--- src/rtl/multicycle_controller_pkg.sv ---
`timescale 1ns/1ps
// Shared definitions for the RV32I multi-cycle control FSM: opcode constants, ALU control
// encodings, PC/writeback select encodings, FSM states and instruction classes.
package multicycle_controller_pkg;

  // Major opcodes (instr[6:0])
  localparam logic [6:0] OpcR      = 7'h33;
  localparam logic [6:0] OpcI      = 7'h13;
  localparam logic [6:0] OpcLoad   = 7'h03;
  localparam logic [6:0] OpcStore  = 7'h23;
  localparam logic [6:0] OpcBranch = 7'h63;
  localparam logic [6:0] OpcJal    = 7'h6F;
  localparam logic [6:0] OpcJalr   = 7'h67;
  localparam logic [6:0] OpcLui    = 7'h37;
  localparam logic [6:0] OpcAuipc  = 7'h17;
  localparam logic [6:0] OpcSystem = 7'h73;

  // ALU operation classes
  localparam logic [3:0] AluOpReg    = 4'd0;
  localparam logic [3:0] AluOpImm    = 4'd1;
  localparam logic [3:0] AluOpAdd    = 4'd2;
  localparam logic [3:0] AluOpBranch = 4'd3;
  localparam logic [3:0] AluOpJal    = 4'd4;
  localparam logic [3:0] AluOpJalr   = 4'd5;
  localparam logic [3:0] AluOpLui    = 4'd6;

  // ALU operand selects: bit0 = A is pc, bit1 = B is imm
  localparam logic [1:0] AluSrcRegs = 2'b00;
  localparam logic [1:0] AluSrcAPc  = 2'b01;
  localparam logic [1:0] AluSrcBImm = 2'b10;

  // Next-PC selects
  localparam logic [1:0] PcSrcSeq    = 2'd0;  // pc + 4
  localparam logic [1:0] PcSrcPcImm  = 2'd1;  // pc + imm
  localparam logic [1:0] PcSrcRegImm = 2'd2;  // rs1 + imm

  // Register writeback selects
  localparam logic WbSelAlu  = 1'b0;
  localparam logic WbSelLoad = 1'b1;

  typedef enum logic [2:0] {
    StFetch,
    StDecode,
    StExec,
    StMem,
    StWb,
    StHalt,
    StTrap
  } state_e;

  typedef enum logic [3:0] {
    ClsR,
    ClsI,
    ClsLoad,
    ClsStore,
    ClsBranch,
    ClsJal,
    ClsJalr,
    ClsLui,
    ClsAuipc,
    ClsSystem,
    ClsIllegal
  } cls_e;

endpackage

--- src/rtl/multicycle_controller_ctrl_decode.sv ---
`timescale 1ns/1ps
// Combinational opcode decoder.
// Ports:
//   opcode    in   instr[6:0]
//   cls       out  instruction class
//   alu_op    out  ALU operation class for the instruction
//   alu_src   out  ALU operand selects for the instruction
//   illegal   out  opcode is not supported
//   is_system out  ecall/ebreak
module ctrl_decode
  import multicycle_controller_pkg::*;
(
  input  logic [6:0] opcode,
  output cls_e       cls,
  output logic [3:0] alu_op,
  output logic [1:0] alu_src,
  output logic       illegal,
  output logic       is_system
);

  always_comb begin
    cls       = ClsIllegal;
    alu_op    = AluOpReg;
    alu_src   = AluSrcRegs;
    illegal   = 1'b0;
    is_system = 1'b0;
    unique case (opcode)
      OpcR: begin
        cls = ClsR;
      end
      OpcI: begin
        cls     = ClsI;
        alu_op  = AluOpImm;
        alu_src = AluSrcBImm;
      end
      OpcLoad: begin
        cls     = ClsLoad;
        alu_op  = AluOpAdd;
        alu_src = AluSrcBImm;
      end
      OpcStore: begin
        cls     = ClsStore;
        alu_op  = AluOpAdd;
        alu_src = AluSrcBImm;
      end
      OpcBranch: begin
        cls    = ClsBranch;
        alu_op = AluOpBranch;
      end
      OpcJal: begin
        cls     = ClsJal;
        alu_op  = AluOpJal;
        alu_src = AluSrcAPc;
      end
      OpcJalr: begin
        cls     = ClsJalr;
        alu_op  = AluOpJalr;
        alu_src = AluSrcAPc;
      end
      OpcLui: begin
        cls     = ClsLui;
        alu_op  = AluOpLui;
        alu_src = AluSrcBImm;
      end
      OpcAuipc: begin
        cls     = ClsAuipc;
        alu_op  = AluOpAdd;
        alu_src = AluSrcAPc | AluSrcBImm;
      end
      OpcSystem: begin
        cls       = ClsSystem;
        is_system = 1'b1;
      end
      default: begin
        illegal = 1'b1;
      end
    endcase
  end

endmodule

--- src/rtl/multicycle_controller.sv ---
`timescale 1ns/1ps
// Multi-cycle control FSM for the RV32I core: FETCH -> DECODE -> EXEC -> [MEM] -> [WB].
// One instruction in flight; HALT (ecall/ebreak) and TRAP (illegal opcode or memory
// timeout) are absorbing until reset.
// Ports:
//   clk, rst_n           clock, async active-low reset
//   opcode, do_branch    IR opcode field and ALU branch result
//   imem_req/imem_ack    instruction fetch handshake; ir_we latches IR on ack
//   dmem_req/we/ack      data access handshake
//   pc_we, pc_src        PC update and next-PC select
//   alu_op, alu_src      ALU controls, stable through EXEC/MEM/WB
//   reg_we, wb_sel       register writeback
//   halt, trap           sticky status
//   instret              retired-instruction counter
module multicycle_controller
  import multicycle_controller_pkg::*;
#(
  parameter int unsigned MEM_TIMEOUT = 255,
  parameter int unsigned TO_W        = 16
) (
  input  logic        clk,
  input  logic        rst_n,
  input  logic [6:0]  opcode,
  input  logic        do_branch,
  output logic        imem_req,
  input  logic        imem_ack,
  output logic        dmem_req,
  output logic        dmem_we,
  input  logic        dmem_ack,
  output logic        ir_we,
  output logic        pc_we,
  output logic [1:0]  pc_src,
  output logic [3:0]  alu_op,
  output logic [1:0]  alu_src,
  output logic        reg_we,
  output logic        wb_sel,
  output logic        halt,
  output logic        trap,
  output logic [31:0] instret
);

  // Last counter value before a request without ack traps.
  localparam logic [TO_W-1:0] ToLast = TO_W'(MEM_TIMEOUT - 1);

  state_e            state_q, state_d;
  cls_e              cls_q, cls_d;
  logic [3:0]        alu_op_q, alu_op_d;
  logic [1:0]        alu_src_q, alu_src_d;
  logic [TO_W-1:0]   cnt_q, cnt_d;
  logic [31:0]       instret_q, instret_d;
  // Low during reset and the reset-release cycle; keeps every output quiet until the first
  // clock edge after release so nothing pulses while reset is being removed.
  logic              live_q;

  cls_e       dec_cls;
  logic [3:0] dec_alu_op;
  logic [1:0] dec_alu_src;
  logic       dec_illegal;
  logic       dec_system;

  ctrl_decode u_decode (
    .opcode    (opcode),
    .cls       (dec_cls),
    .alu_op    (dec_alu_op),
    .alu_src   (dec_alu_src),
    .illegal   (dec_illegal),
    .is_system (dec_system)
  );

  always_ff @(posedge clk or negedge rst_n) begin
    if (!rst_n) begin
      state_q   <= StFetch;
      cls_q     <= ClsR;
      alu_op_q  <= '0;
      alu_src_q <= '0;
      cnt_q     <= '0;
      instret_q <= '0;
      live_q    <= 1'b0;
    end else begin
      state_q   <= state_d;
      cls_q     <= cls_d;
      alu_op_q  <= alu_op_d;
      alu_src_q <= alu_src_d;
      cnt_q     <= cnt_d;
      instret_q <= instret_d;
      live_q    <= 1'b1;
    end
  end

  always_comb begin
    state_d   = state_q;
    cls_d     = cls_q;
    alu_op_d  = alu_op_q;
    alu_src_d = alu_src_q;
    cnt_d     = '0;
    imem_req  = 1'b0;
    dmem_req  = 1'b0;
    dmem_we   = 1'b0;
    ir_we     = 1'b0;
    pc_we     = 1'b0;
    pc_src    = PcSrcSeq;
    alu_op    = '0;
    alu_src   = '0;
    reg_we    = 1'b0;
    wb_sel    = WbSelAlu;
    halt      = 1'b0;
    trap      = 1'b0;

    if (live_q) begin
      unique case (state_q)
        StFetch: begin
          imem_req = 1'b1;
          if (imem_ack) begin
            ir_we   = 1'b1;
            state_d = StDecode;
          end else if (cnt_q == ToLast) begin
            state_d = StTrap;
          end else begin
            cnt_d = cnt_q + TO_W'(1);
          end
        end
        StDecode: begin
          if (dec_system) begin
            state_d = StHalt;
          end else if (dec_illegal) begin
            state_d = StTrap;
          end else begin
            cls_d     = dec_cls;
            alu_op_d  = dec_alu_op;
            alu_src_d = dec_alu_src;
            state_d   = StExec;
          end
        end
        StExec: begin
          alu_op  = alu_op_q;
          alu_src = alu_src_q;
          case (cls_q)
            ClsLoad, ClsStore: state_d = StMem;
            ClsBranch: begin
              pc_we   = 1'b1;
              pc_src  = do_branch ? PcSrcPcImm : PcSrcSeq;
              state_d = StFetch;
            end
            default: state_d = StWb;
          endcase
        end
        StMem: begin
          alu_op   = alu_op_q;
          alu_src  = alu_src_q;
          dmem_req = 1'b1;
          dmem_we  = (cls_q == ClsStore);
          if (dmem_ack) begin
            if (cls_q == ClsStore) begin
              pc_we   = 1'b1;
              state_d = StFetch;
            end else begin
              state_d = StWb;
            end
          end else if (cnt_q == ToLast) begin
            state_d = StTrap;
          end else begin
            cnt_d = cnt_q + TO_W'(1);
          end
        end
        StWb: begin
          alu_op  = alu_op_q;
          alu_src = alu_src_q;
          reg_we  = 1'b1;
          pc_we   = 1'b1;
          wb_sel  = (cls_q == ClsLoad) ? WbSelLoad : WbSelAlu;
          if (cls_q == ClsJal) begin
            pc_src = PcSrcPcImm;
          end else if (cls_q == ClsJalr) begin
            pc_src = PcSrcRegImm;
          end
          state_d = StFetch;
        end
        StHalt: halt = 1'b1;
        StTrap: trap = 1'b1;
        default: state_d = StTrap;
      endcase
    end

    // One pc_we pulse per retired instruction, so it doubles as the retire strobe.
    instret_d = instret_q + 32'(pc_we);
  end

  assign instret = instret_q;

endmodule
--- config.mk ---
export PLATFORM = sky130hd
export DESIGN_NAME = multicycle_controller
export DESIGN_NICKNAME = d
export VERILOG_FILES = /design/src/rtl/multicycle_controller_pkg.sv /design/src/rtl/multicycle_controller_ctrl_decode.sv /design/src/rtl/multicycle_controller.sv
export SDC_FILE = /design/constraint.sdc
export NUM_CORES = 1
export LEC_CHECK = 0
export ABC_AREA = 1
export CAP_MARGIN = 20
export CORE_UTILIZATION = 50
export CTS_CLUSTER_SIZE = 20
export DETAILED_ROUTE_END_ITERATION = 12
export HOLD_SLACK_MARGIN = 0.05
export PLACE_DENSITY = 0.8
export SLEW_MARGIN = 20
export SYNTH_ARGS = -nofsm -noshare
export SYNTH_HDL_FRONTEND = slang
export SYNTH_HIERARCHICAL = 1
export SYNTH_SLANG_ARGS = --single-unit
--- constraint.sdc ---
create_clock -name clk -period 3.37 [get_ports clk]
set_clock_uncertainty 0.1 [all_clocks]
set_input_delay 0.674 -clock clk [delete_from_list [all_inputs] [get_ports clk]]
set_output_delay 0.674 -clock clk [all_outputs]
set_load 0.05 [all_outputs]
==> results.py, run 1 <==
metrics = {
    "synth": {
        "syn_area_um2": 3736,
        "synth_seq_cells": 62,
        "syn_inst": 528,
        "synth_area_per_cell_um2": 7.076,
        "syn_nets": 544,
        "yosys_warnings": 6,
        "yosysSeqAreaShare_pct": 41.53,
        "ys_types": 34,
    },
    "sta": {
        "timing.final.crit_period_ns": 3.201,
        "fin_tns_setup_ns": 0,
        "setup_viol": 0,
        "hold_ws_ns": 0.2244,
        "worst_slew_pin_slew_ns": 0.5974,
        "slew_violations": 0,
        "rsz0062_at_grt": "no",
        "fmax_mhz": 312.4,
        "slew_headroom_pct": 60.07,
        "hold_viol": 0,
        "post-route-period-util_pct": 94.99,
    },
    "grt": {
        "grtUsageTotal_pct": 24.33,
        "grt_pass1_wl_um": 14580,
        "antenna_found_initial": 0,
        "gr-total-overflow": 0,
        "grt_max_degree": 37,
        "grt_pass1_vias": 3270,
    },
    "routing": {
        "drc_errors": 0,
        "wl_met3_um": 494,
        "wl_um": 8792,
        "drt-met1-wl_um": 3860,
        "drtIter0Drc": 159,
        "wl_per_cell_um": 12.54,
        "dr_wl_met2_um": 4137,
        "drt-pass1-iter-count": 6,
        "vias": 3560,
        "topRoutingLayerUsed": "met4",
        "viasPerCell": 5.078,
        "ant_nets": 0,
    },
    "hold_path": {
        "hp-class": "in -> async",
    },
    "setup_path": {
        "cp-start-kind": "flip-flop",
        "crit_required_ns": 2.60,
        "cp_slowest_cell": "clkdlybuf4s50_1",
        "arrival_ns": 2.43,
        "endpoint_kind": "primary output",
        "crit_path_cell_trace": "nor2_1 -> inv_1 -> nor2_1 -> nand2_1 -> nor2_1 -> clkdlybuf4s50_1",
        "worstSetupPathType": "reg -> out",
        "cp_max_fo": 7,
        "max_stage_delay_ns": 0.82,
        "crit_top_cell": "nor2_1",
    },
    "place": {
        "dp_hpwl_um": 6872,
        "place_congestion": 0.9486,
        "port_buffers": 60,
        "placedCellCount": 686,
        "placed_cell_area_um2": 4443,
    },
    "power_and_ir_drop": {
        "vdd_ir_drop_max_mv": 0.1756,
        "power.leakage_nw": 2.215,
        "cellPowerDensity_nw_per_um2": 321.9,
    },
    "floorplan": {
        "dieArea_um2": 7822,
        "start_util_pct": 51.51,
        "core_area_um2": 7253,
        "die_width_um": 88.44,
        "num_rows": 31,
        "die_y_um": 88.44,
        "io_pins": 61,
    },
    "run": {
        "cap_violations": 0,
    },
    "cts": {
        "numClockSinks": 62,
        "clockBufferDepth": 2,
        "post_cts_buffers": 0,
        "cts_made_buffers": 9,
        "insertion_delay_ns": 0.34,
        "cts_tree": "done",
        "clkTransAtPathRegs_ns": 0.07,
        "cts-htree-levels": 3,
        "cts-root-buf": "clkbuf_8",
    },
    "outcome": {
        "status": "completed",
    },
    "cells_and_area": {
        "design_area_um2": 4658,
        "antenna_cells": 0,
        "final_cell_mix": "nand2_1, nor2_1, inv_1",
        "layout_commonest_cell": "nand2_1",
        "fin_nets": 614,
        "finish.utilization_pct": 64.22,
        "fin_cells": 701,
        "syn_to_final_growth_pct": 24.68,
        "drive_gt1_share_pct": 7.475,
    },
}
==> final timing paths <==
check	start	to	slack (ns)	cells past startpoint
setup / recovery	state_q[0]	pc_src[1]	0.17	6
hold / removal	rst_n	instret[8]	0.22	1
setup reg to reg	state_q[0]	instret[18]	0.63	13
hold reg to reg	instret[16]	instret[16]	0.39	1
max in group asynchronous	rst_n	state_q[0]	2.06	2
min in group clk	instret[16]	instret[16]	0.39	1
==> synthesized netlist by cell type <==
| cell | instances | area share, % |
|---|---|---|
| a21oi_1 | 15 | 2.0 |
| a21oi_4 | 1 | 0.44 |
| and3_1 | 1 | 0.17 |
| and3_2 | 1 | 0.20 |
| buf_4 | 1 | 0.20 |
| buf_6 | 2 | 0.60 |
| clkbuf_1 | 2 | 0.20 |
| clkinv_1 | 1 | 0.10 |
| conb_1 | 2 | 0.20 |
| dfrtp_1 | 62 | 42 |
| ha_1 | 4 | 1.3 |
| inv_1 | 64 | 6.4 |
| inv_2 | 2 | 0.20 |
| nand2_1 | 133 | 13 |
| nand2_2 | 7 | 1.2 |
| nand2_4 | 2 | 0.60 |
| nand3_1 | 43 | 5.8 |
| nand3b_1 | 6 | 1.2 |
| nand4_1 | 7 | 1.2 |
| nor2_1 | 110 | 11 |
| nor2_2 | 4 | 0.67 |
| nor2_4 | 3 | 0.90 |
| nor3_1 | 21 | 2.8 |
| nor3_2 | 1 | 0.27 |
| nor3b_1 | 1 | 0.20 |
| nor3b_2 | 1 | 0.33 |
| nor4_1 | 1 | 0.17 |
| o211ai_1 | 1 | 0.20 |
| o21a_1 | 1 | 0.20 |
| o21ai_1 | 2 | 0.27 |
| o21bai_1 | 1 | 0.20 |
| o31ai_1 | 1 | 0.20 |
| xnor2_1 | 9 | 2.1 |
| xor2_1 | 15 | 3.5 |
==> power breakdown <==
group          leakage, nW  switching (mW)  internal [mW]
Sequential           0.801         0.00319          0.746
Clock                0.104           0.290          0.397
Combinational         1.31          0.0426         0.0211
Total                 2.22           0.336           1.16
==> cell families after synthesis <==
| family | after synthesis | share of synthesized area (%) |
|---|---|---|
| xor+xnor | 24 | 5.626 |
| compound gates | 22 | 3.517 |
| buf+inv | 72 | 7.736 |
| other cells | 2 | 0.2010 |
| flops | 62 | 41.53 |
| fa+ha+maj | 4 | 1.340 |
| simple gates | 342 | 40.05 |
==> worst max-delay path: cells and delay by family, from the launching register on <==
kind          cells  cell delay (ns)
simple gates      4             0.74
flops             1             0.45
buf+inv           2             0.91
==> through the flow <==
step / power [mW] / setup slack, ns
6_report: 1.499 / 0.1688
5_1_grt: 1.541 / 0.03703
4_1_cts: 1.506 / 0.04299
3_5_place_dp: 0.8273 / 0.2934
3_3_place_gp: 0.8259 / 0.3962
2_1_floorplan: 0.7888 / 0.2510
==> flip-flops by register name, summed over array words and instances (netlist names) <==
register   count
cls_q          4
instret       32
cnt_q         16
alu_src_q      2
live_q         1
alu_op_q       4
state_q        3
==> layout make-up <==
cell class              instances  area [um2]
repair buffers                 64       623.1
multi-input cells             394        1901
inverters                      67       251.5
clock inverters                 3       42.54
flip-flops and latches         62        1551
fillers                       668        2595
well taps                      99       123.9
clock buffers                  12       165.2
==> per-layer routing <==
layer	up-vias	GRT usage (%)
met5	-	0
met4	0	13.34
met3	25	3.265
met2	146	40.21
met1	1600	30.91
li1	1789	-
==> what timing repair did <==
action                     4_1_cts  5_1_grt
setup endpoints to repair        0        6
resized for setup                0        2
hold buffers                     0        0
(Power assumes the default switching activity.)
==> run 2: changes to the inputs <==
Settings changed: GPL_ROUTABILITY_DRIVEN from default to 0.
==> run 2 against run 1 <==
The run now ends with DRC left. Sequential cell count unchanged. Hold slack improved by 0.019 ns. Combinational power about the same. Sequential power about the same. Die area unchanged.
==> results.py, run 2 (synthesis gave the netlist of run 1 again) <==
metrics = {
    "floorplan": {
        "core_area_um2": 7253,
        "die_width_um": 88.44,
        "dieArea_um2": 7822,
        "num_rows": 31,
        "io_pins": 61,
        "start_util_pct": 51.51,
        "die_y_um": 88.44,
    },
    "cts": {
        "cts_made_buffers": 9,
        "insertion_delay_ns": 0.34,
        "cts_tree": "done",
        "numClockSinks": 62,
        "postCtsHoldBufs": 0,
        "post_cts_buffers": 0,
        "cts-htree-levels": 3,
        "ctsResizeCount": 0,
        "clkTransAtPathRegs_ns": 0.07,
        "cts-root-buf": "clkbuf_8",
        "clockBufferDepth": 2,
    },
    "cells_and_area": {
        "fill_cells": 629,
        "fin_nets": 614,
        "regArea_um2": 1551,
        "final_cell_mix": "nand2_1, nor2_1, inv_1",
        "antenna_cells": 0,
        "largest_reg_flops": 32,
        "layout_commonest_cell": "nand2_1",
        "drive_gt1_share_pct": 7.629,
        "fin_cells": 702,
        "syn_to_final_growth_pct": 23.95,
        "multi_input_area_um2": 1901,
    },
    "routing": {
        "wl_per_cell_um": 12.68,
        "wl_um": 8904,
        "vias": 3633,
        "drtIter0Drc": 230,
        "drt-pass1-iter-count": 9,
        "viasPerCell": 5.175,
        "ant_nets": 0,
        "drc_errors": 2,
    },
    "sta": {
        "rsz0062_at_grt": "no",
        "post-route-period-util_pct": 96.23,
        "timing.final.crit_period_ns": 3.243,
        "slew_headroom_pct": 58.33,
        "fmax_mhz": 308.4,
        "fin_tns_setup_ns": 0,
        "fin_ws_ns": 0.1270,
        "setup_viol": 0,
        "worst_slew_pin_slew_ns": 0.6251,
        "slew_violations": 0,
        "hold_viol": 0,
    },
    "place": {
        "port_buffers": 60,
        "pre_cts_slack_ns": 0.2768,
        "dp_hpwl_um": 6965,
        "placedCellCount": 686,
    },
    "grt": {
        "grt_pass1_wl_um": 15320,
        "grtUsageTotal_pct": 25.30,
        "gr-total-overflow": 0,
        "antenna_found_initial": 0,
        "grt_pass1_vias": 3506,
        "grt_max_degree": 36,
    },
    "power_and_ir_drop": {
        "p_sw_share_pct": 24.67,
        "power.leakage_nw": 2.232,
        "clockPowerShare_pct": 41.7,
        "p_sw_mw": 0.3434,
        "cellPowerDensity_nw_per_um2": 300.6,
        "p_int_mw": 1.049,
        "seqPwrFrac_pct": 53.8,
        "vdd_ir_drop_max_mv": 0.2404,
        "p_comb_share_pct": 4.6,
    },
    "setup_path": {
        "cp_max_fo": 6,
        "crit_required_ns": 2.60,
        "endpoint_kind": "primary output",
        "cp-start-kind": "flip-flop",
        "arrival_ns": 2.47,
        "worstSetupPathType": "reg -> out",
    },
    "hold_path": {
        "hp-class": "in -> async",
    },
    "outcome": {
        "status": "complete, but fails checks",
        "violations": "DRC",
    },
    "run": {
        "cap_violations": 0,
    },
}
## run 2: cell types whose count changed in the layout (fill, tap and decap cells not counted)
cell / before / now
clkinv_2: 1 / 3
dlymetal6s2s_1: 1 / 3
clkdlybuf4s50_1: 56 / 54
clkinvlp_4: 1 / 3
bufinv_16: 1 / 0
clkbuf_8: 12 / 10
## run 2: final timing paths
path                             start           to  slack (ns)  cells after the start
hold reg to reg            instret[31]  instret[31]        0.40                      2
setup reg to reg            state_q[1]  instret[18]        0.56                     13
min in group clk           instret[31]  instret[31]        0.40                      2
hold / removal                   rst_n  instret[10]        0.24                      1
setup / recovery            state_q[1]    pc_src[1]        0.13                      6
max in group asynchronous        rst_n  instret[14]        2.05                      2
## run 2: per-stage QoR
stage	power, mW	area (um2)	utilization [%]	hold slack [ns]
after floorplan	0.7888	3736	-	0.2784
after global placement	0.8250	4443	61.26	0.3709
after detailed placement	0.8274	4443	61.26	0.3839
after CTS	1.404	4618	63.67	0.2649
after global routing	1.445	4631	63.84	0.2920
final	1.392	4631	63.84	0.2436
## run 2: final cells by class
type                            count  share of cell area (%)
Timing Repair Buffer               64                   13.56
Clock inverter                      6                  0.8106
Tap cell                           99                   2.675
Sequential cell                    62                   33.50
Multi-Input combinational cell    394                   41.04
Inverter                           67                   5.431
Clock buffer                       10                   2.972
## run 2: layer usage
layer	track usage, %	part of all wire (%)	wire (um)	vias to the layer above
met5	0	0	0	-
met4	12.46	3.5	311	0
met3	5.317	5.6	502	29
met2	43.57	49	4326	136
met1	30.00	42	3763	1679
li1	-	-	-	1789
## run 2: power by group through the flow
stage	clock, mW	combinational (mW)	sequential, mW
2_1_floorplan	0	0.0268	0.762
3_3_place_gp	0	0.0629	0.762
3_5_place_dp	0	0.0651	0.762
4_1_cts	0.591	0.0652	0.748
5_1_grt	0.624	0.0724	0.748
6_report	0.580	0.0639	0.748
## run 2: critical path, stage by stage, from the launching register on
cell,delay (ns)
dfrtp_1,0.44
nor2_1,0.23
inv_1,0.10
nor2_1,0.25
nand2_1,0.14
nor2_1,0.14
clkdlybuf4s50_1,0.82
==> patch 1 (settings of run 2) <==
Set the parameter `MEM_TIMEOUT` to 127 (it was 255).
--- a/src/rtl/multicycle_controller.sv
+++ b/src/rtl/multicycle_controller.sv
@@ -15,7 +15,7 @@
 module multicycle_controller
   import multicycle_controller_pkg::*;
 #(
-  parameter int unsigned MEM_TIMEOUT = 255,
+  parameter int unsigned MEM_TIMEOUT = 127,
   parameter int unsigned TO_W        = 16
 ) (
   input  logic        clk,
Check against the original RTL: no difference found for any inputs over 10 cycles, from zero or initial values and one cycle with rst_n low; that may be too few to reach the edited logic, so the function may still have changed.
==> patch 1 against run 2 <==
Worst setup slack better by 0.039 ns. Sequential cell count stayed put. Non-clock buffer count is 1 lower. Synthesized area is 2.3% higher. Synthesized cell count is 4.4% lower. First-iteration DRC count is 7.0% lower. Design area is 2.5% higher. Routed wire length is 4.8% lower.
Power is not compared: it rests on default switching activity, and its combinational part moved more than twofold at a synthesized area within 25%.
==> patch 1: results (changes against run 2) <==
- Status: completed
- Maximum number of pins on one net before global-route repair: 32 (-11%)
- The routed length per instance is 12.5 um (-1.5%).
- The slack of the worst reg-to-reg path was 0.74 ns (+0.18 ns).
- The wire length the detailed router placed on met1 was 3950 um (+4.8%).
- Ratio of cells with drive above 1 in the final layout: 13.0% (+5.3 points)
- The wire length on met3 was 354 um (-29%).
- Vias: 3,416 (-6.0%)
- The maximum fanout along the worst path came to 8 (+2).
- The fraction of the yosys area taken by sequential cells is 40.6% (-0.92 points).
- Mapped Nets: 521 (-4.2%)
- Global-route wire length before repair: 14,300 um (-6.7%)
- The number of nets in the layout is 590 (-3.9%).
- Post-DP HPWL: 6470 um (-7.1%)
- Xor and xnor fraction of the mapped netlist area: 7.33% (+1.7 points)
- The commonest cells after synthesis are sky130_fd_sc_hd__nand2_1 (121), sky130_fd_sc_hd__nor2_1 (98), sky130_fd_sc_hd__dfrtp_1 (62), sky130_fd_sc_hd__inv_1 (51), sky130_fd_sc_hd__nand3_1 (27).
* Final worst-path setup slack: 0.166 ns (+0.0391 ns)
- Cell area after placement: 4530 um^2 (+2.0%)
- DRT iter0 DRCs: 214 (-7.0%)
- Wirelength, routed: 8470 um (-4.8%)
- Number of instances in the synthesized netlist: 505 (-4.4%)
- The endpoint identified for the worst register-to-register timing path is instret[24].
- The worst setup slack before clock tree synthesis is 0.298 ns (+0.0211 ns).
- Met2 routed wirelength: 4030 um (-6.9%)
- Leading post-synthesis cells by cell area: sky130_fd_sc_hd__dfrtp_1 (41%), sky130_fd_sc_hd__nand2_1 (12%), sky130_fd_sc_hd__nor2_1 (9.6%), sky130_fd_sc_hd__xor2_1 (5.0%), sky130_fd_sc_hd__inv_1 (5.0%)
==> patch 1: changes by cell type in the layout (fill, tap and decap cells not counted), sizes merged, moves of 3 or more <==
cell / run 2 / this run
xor2: 15 / 22
nor3: 22 / 19
nand4: 7 / 4
inv: 66 / 58
nand2: 142 / 136
clkinvlp: 3 / 0
clkdlybuf4s50: 54 / 58
dlymetal6s2s: 3 / 0
nand3: 43 / 31
o21ai: 2 / 6
==> patch 1: cell type report <==
type                    instances  area, um^2
clock buffers                  12         145
clock inverters                 4        70.1
fillers                       636        2580
inverters                      59         231
multi-input cells             379        2000
flip-flops and latches         62        1550
well taps                      99         124
repair buffers                 63         628
==> patch 1: kinds of logic after synthesis <==
group | Yosys count
xor gates and xnor gates | 32
buffers and inverters | 64
AOI/OAI and AO/OA | 25
other | 2
and+or+nand+nor | 316
adders and majority gates | 4
DFF | 62
==> patch 2 (flow settings as in run 2) <==
Without the edit above. Encoding of `cls_e`: now one-hot (11 bits for 11 values).
--- a/src/rtl/multicycle_controller_pkg.sv
+++ b/src/rtl/multicycle_controller_pkg.sv
@@ -48,18 +48,18 @@
     StTrap
   } state_e;
 
-  typedef enum logic [3:0] {
-    ClsR,
-    ClsI,
-    ClsLoad,
-    ClsStore,
-    ClsBranch,
-    ClsJal,
-    ClsJalr,
-    ClsLui,
-    ClsAuipc,
-    ClsSystem,
-    ClsIllegal
+  typedef enum logic [10:0] {
+    ClsR       = 11'b00000000001,
+    ClsI       = 11'b00000000010,
+    ClsLoad    = 11'b00000000100,
+    ClsStore   = 11'b00000001000,
+    ClsBranch  = 11'b00000010000,
+    ClsJal     = 11'b00000100000,
+    ClsJalr    = 11'b00001000000,
+    ClsLui     = 11'b00010000000,
+    ClsAuipc   = 11'b00100000000,
+    ClsSystem  = 11'b01000000000,
+    ClsIllegal = 11'b10000000000
   } cls_e;
 
 endpackage
Function: same outputs for any inputs over 4 cycles, from zero or initial values and one cycle with rst_n low; so few cycles prove little.
==> patch 2 against run 2 <==
The run still ends with DRC left. Worst hold slack lost 0.0059 ns. Non-clock buffer count grew 1. Worst setup slack gained 0.014 ns. Design area grew 5.9%. Cell count shrank 1.1%. Synthesized area grew 6.6%. Utilization shrank 0.40 points. Count of clock-buffer cells in the layout grew 1. Critical path depth is the same. Sequential cell count grew 7. Critical endpoint unchanged. Routed wire length grew 1.8%.
Power is not compared: it rests on default switching activity, and its combinational part moved more than twofold at a synthesized area within 25%.
==> patch 2: results (changes against run 2) <==
- Global-route wire length before repair: 15,600 um (+2.1%)
* Mapped Nets: 538 (-1.1%)
- Per-instance average area after synthesis: 7.63 um^2 (+7.9%)
- The total vias in the final route is 3,604 (-0.80%).
- The number of H-tree levels was 3 (unchanged).
- Portion of the post-synthesis area used by sequential elements: 43.4% (+1.8 points)
- The routed length per instance came to 13.1 um (+2.9%).
- Largest register FFs: 32 (unchanged)
- Maximum buffer depth of the clock tree: 2 (unchanged)
* Gr usage total: 23.6% (-1.7 points)
* Post-CTS setup repair buffer count: 0 (unchanged)
- Worst Path Arrival: 2.45 ns (-0.02 ns)
- The detailed-route DRC error count was 1 (-1).
- Least-Margin Pin Slew: 0.648 ns (+0.0234 ns)
- Sorting the synthesized cells by area gives the leading types as sky130_fd_sc_hd__dfrtp_1 (43%), sky130_fd_sc_hd__nand2_1 (10%), sky130_fd_sc_hd__nor2_1 (9.4%), sky130_fd_sc_hd__inv_1 (6.1%), sky130_fd_sc_hd__xor2_1 (4.4%).
* Antenna violations before repair: 0 (unchanged)
* Failing checks: DRC
- The maximum number of pins on one net before global-route repair is 44 (+22%).
- Cells after DPL: 678 (-1.2%)
- Across the VDD grid, the largest voltage drop is roughly 0.40 mV.
- Number of library cell types mapped by synthesis: 39 (+15%)
- Number of CTS-inserted buffers: 9 (unchanged)
- Slowest cell on crit path: sky130_fd_sc_hd__clkdlybuf4s50_1
- Root Driver: sky130_fd_sc_hd__clkbuf_8
- Top cells by count, synth: sky130_fd_sc_hd__nand2_1 (107), sky130_fd_sc_hd__nor2_1 (100), sky130_fd_sc_hd__dfrtp_1 (68), sky130_fd_sc_hd__inv_1 (65), sky130_fd_sc_hd__nand3_1 (32)
- The maximum fanout along the worst path is 11 (+5).
* HP Class: in -> async
- The total of endpoints with negative setup slack in the final report was 0 (unchanged).
- Status: complete, but fails checks
- Worst stage delay on the critical path: 0.83 ns
- Routed vias/inst: 5.19 (+0.35%)
* Post-DP HPWL: 6960 um (about the same)
- Async S/R FF share, synth: 100% (unchanged)
- Fill cell instance count of the final layout: 678 (+7.8%)
* Number of nets in the final layout: 603 (-1.8%)
- The count of routing violations after the opening detailed-route iteration came to 185 (-20%).
* Ratio of cells with drive above 1 in the final layout: 8.61% (+0.99 points)
## patch 2: logic make-up (layout without fill, tap and decap cells)
| kind of cell | Yosys count | after routing | synth area share, % |
|---|---|---|---|
| other cells | 2 | 2 | 0.189 |
| flops | 69 | 69 | 43.4 |
| xor+xnor | 32 | 32 | 7.04 |
| compound gates | 31 | 31 | 4.27 |
| buf+inv | 80 | 150 | 8.48 |
| simple gates | 299 | 299 | 34.0 |
| mux | 5 | 5 | 1.41 |
| fa+ha+maj | 4 | 4 | 1.26 |
## patch 2: layout make-up
cell class / count / area share, %
well taps: 102 / 2.60
flip-flops and latches: 69 / 35.2
inverters: 69 / 5.28
multi-input cells: 373 / 39.2
clock inverters: 5 / 1.02
repair buffers: 65 / 13.7
clock buffers: 11 / 2.88
## patch 2: through the flow
stage               instance area, um^2  setup slack, ns
global placement                   4690            0.272
floorplan                          3990            0.334
detailed placement                 4690            0.206
finish                             4900            0.141
global route                       4900           0.0243
CTS                                4880           0.0366
## patch 2: power by group
part	switching [mW]	total (mW)	leakage (nW)	internal [mW]
Sequential	0.127	1.06	0.876	0.934
Clock	0.310	0.667	0.103	0.357
Combinational	0.634	0.942	1.47	0.308
Total	1.07	2.67	2.45	1.60
## patch 2: per-layer routing
metal  vias up  global-route usage, %  share of wire [%]
li1       1774                      -                  -
met1      1697                   29.6                 44
met2       112                   40.4                 49
met3        21                   3.77                4.7
met4         0                   9.66                2.0
met5         -                      0                  0
## patch 2: worst reg2reg max path: stages, from the launching register on
cell and delay [ns]:
sky130_fd_sc_hd__dfrtp_1 0.58, sky130_fd_sc_hd__nand3_1 0.23, sky130_fd_sc_hd__nor2_1 0.17, sky130_fd_sc_hd__nand3_1 0.09, sky130_fd_sc_hd__nand2_1 0.06, sky130_fd_sc_hd__o21ai_0 0.08
sky130_fd_sc_hd__inv_1 0.08, sky130_fd_sc_hd__ha_1 0.17, sky130_fd_sc_hd__ha_1 0.24, sky130_fd_sc_hd__nand3_2 0.13, sky130_fd_sc_hd__or2_1 0.36, sky130_fd_sc_hd__nor2_4 0.16
sky130_fd_sc_hd__nand4_2 0.10, sky130_fd_sc_hd__xnor2_1 0.16
## patch 2: final timing paths
check	cells after the start	slack, ns	to	start
hold / removal	1	0.24	instret[14]	rst_n
setup / recovery	6	0.14	pc_src[1]	state_q[1]
setup reg to reg	13	0.55	instret[24]	state_q[1]
hold reg to reg	2	0.40	instret[31]	instret[31]
min in group clk	2	0.40	instret[31]	instret[31]
max in group asynchronous	2	2.27	cnt_q[2]	rst_n
## patch 2: what timing repair did
action                     CTS  global route
gates resized for setup      0             7
setup endpoints to repair    0             7
hold buffers                 0             0
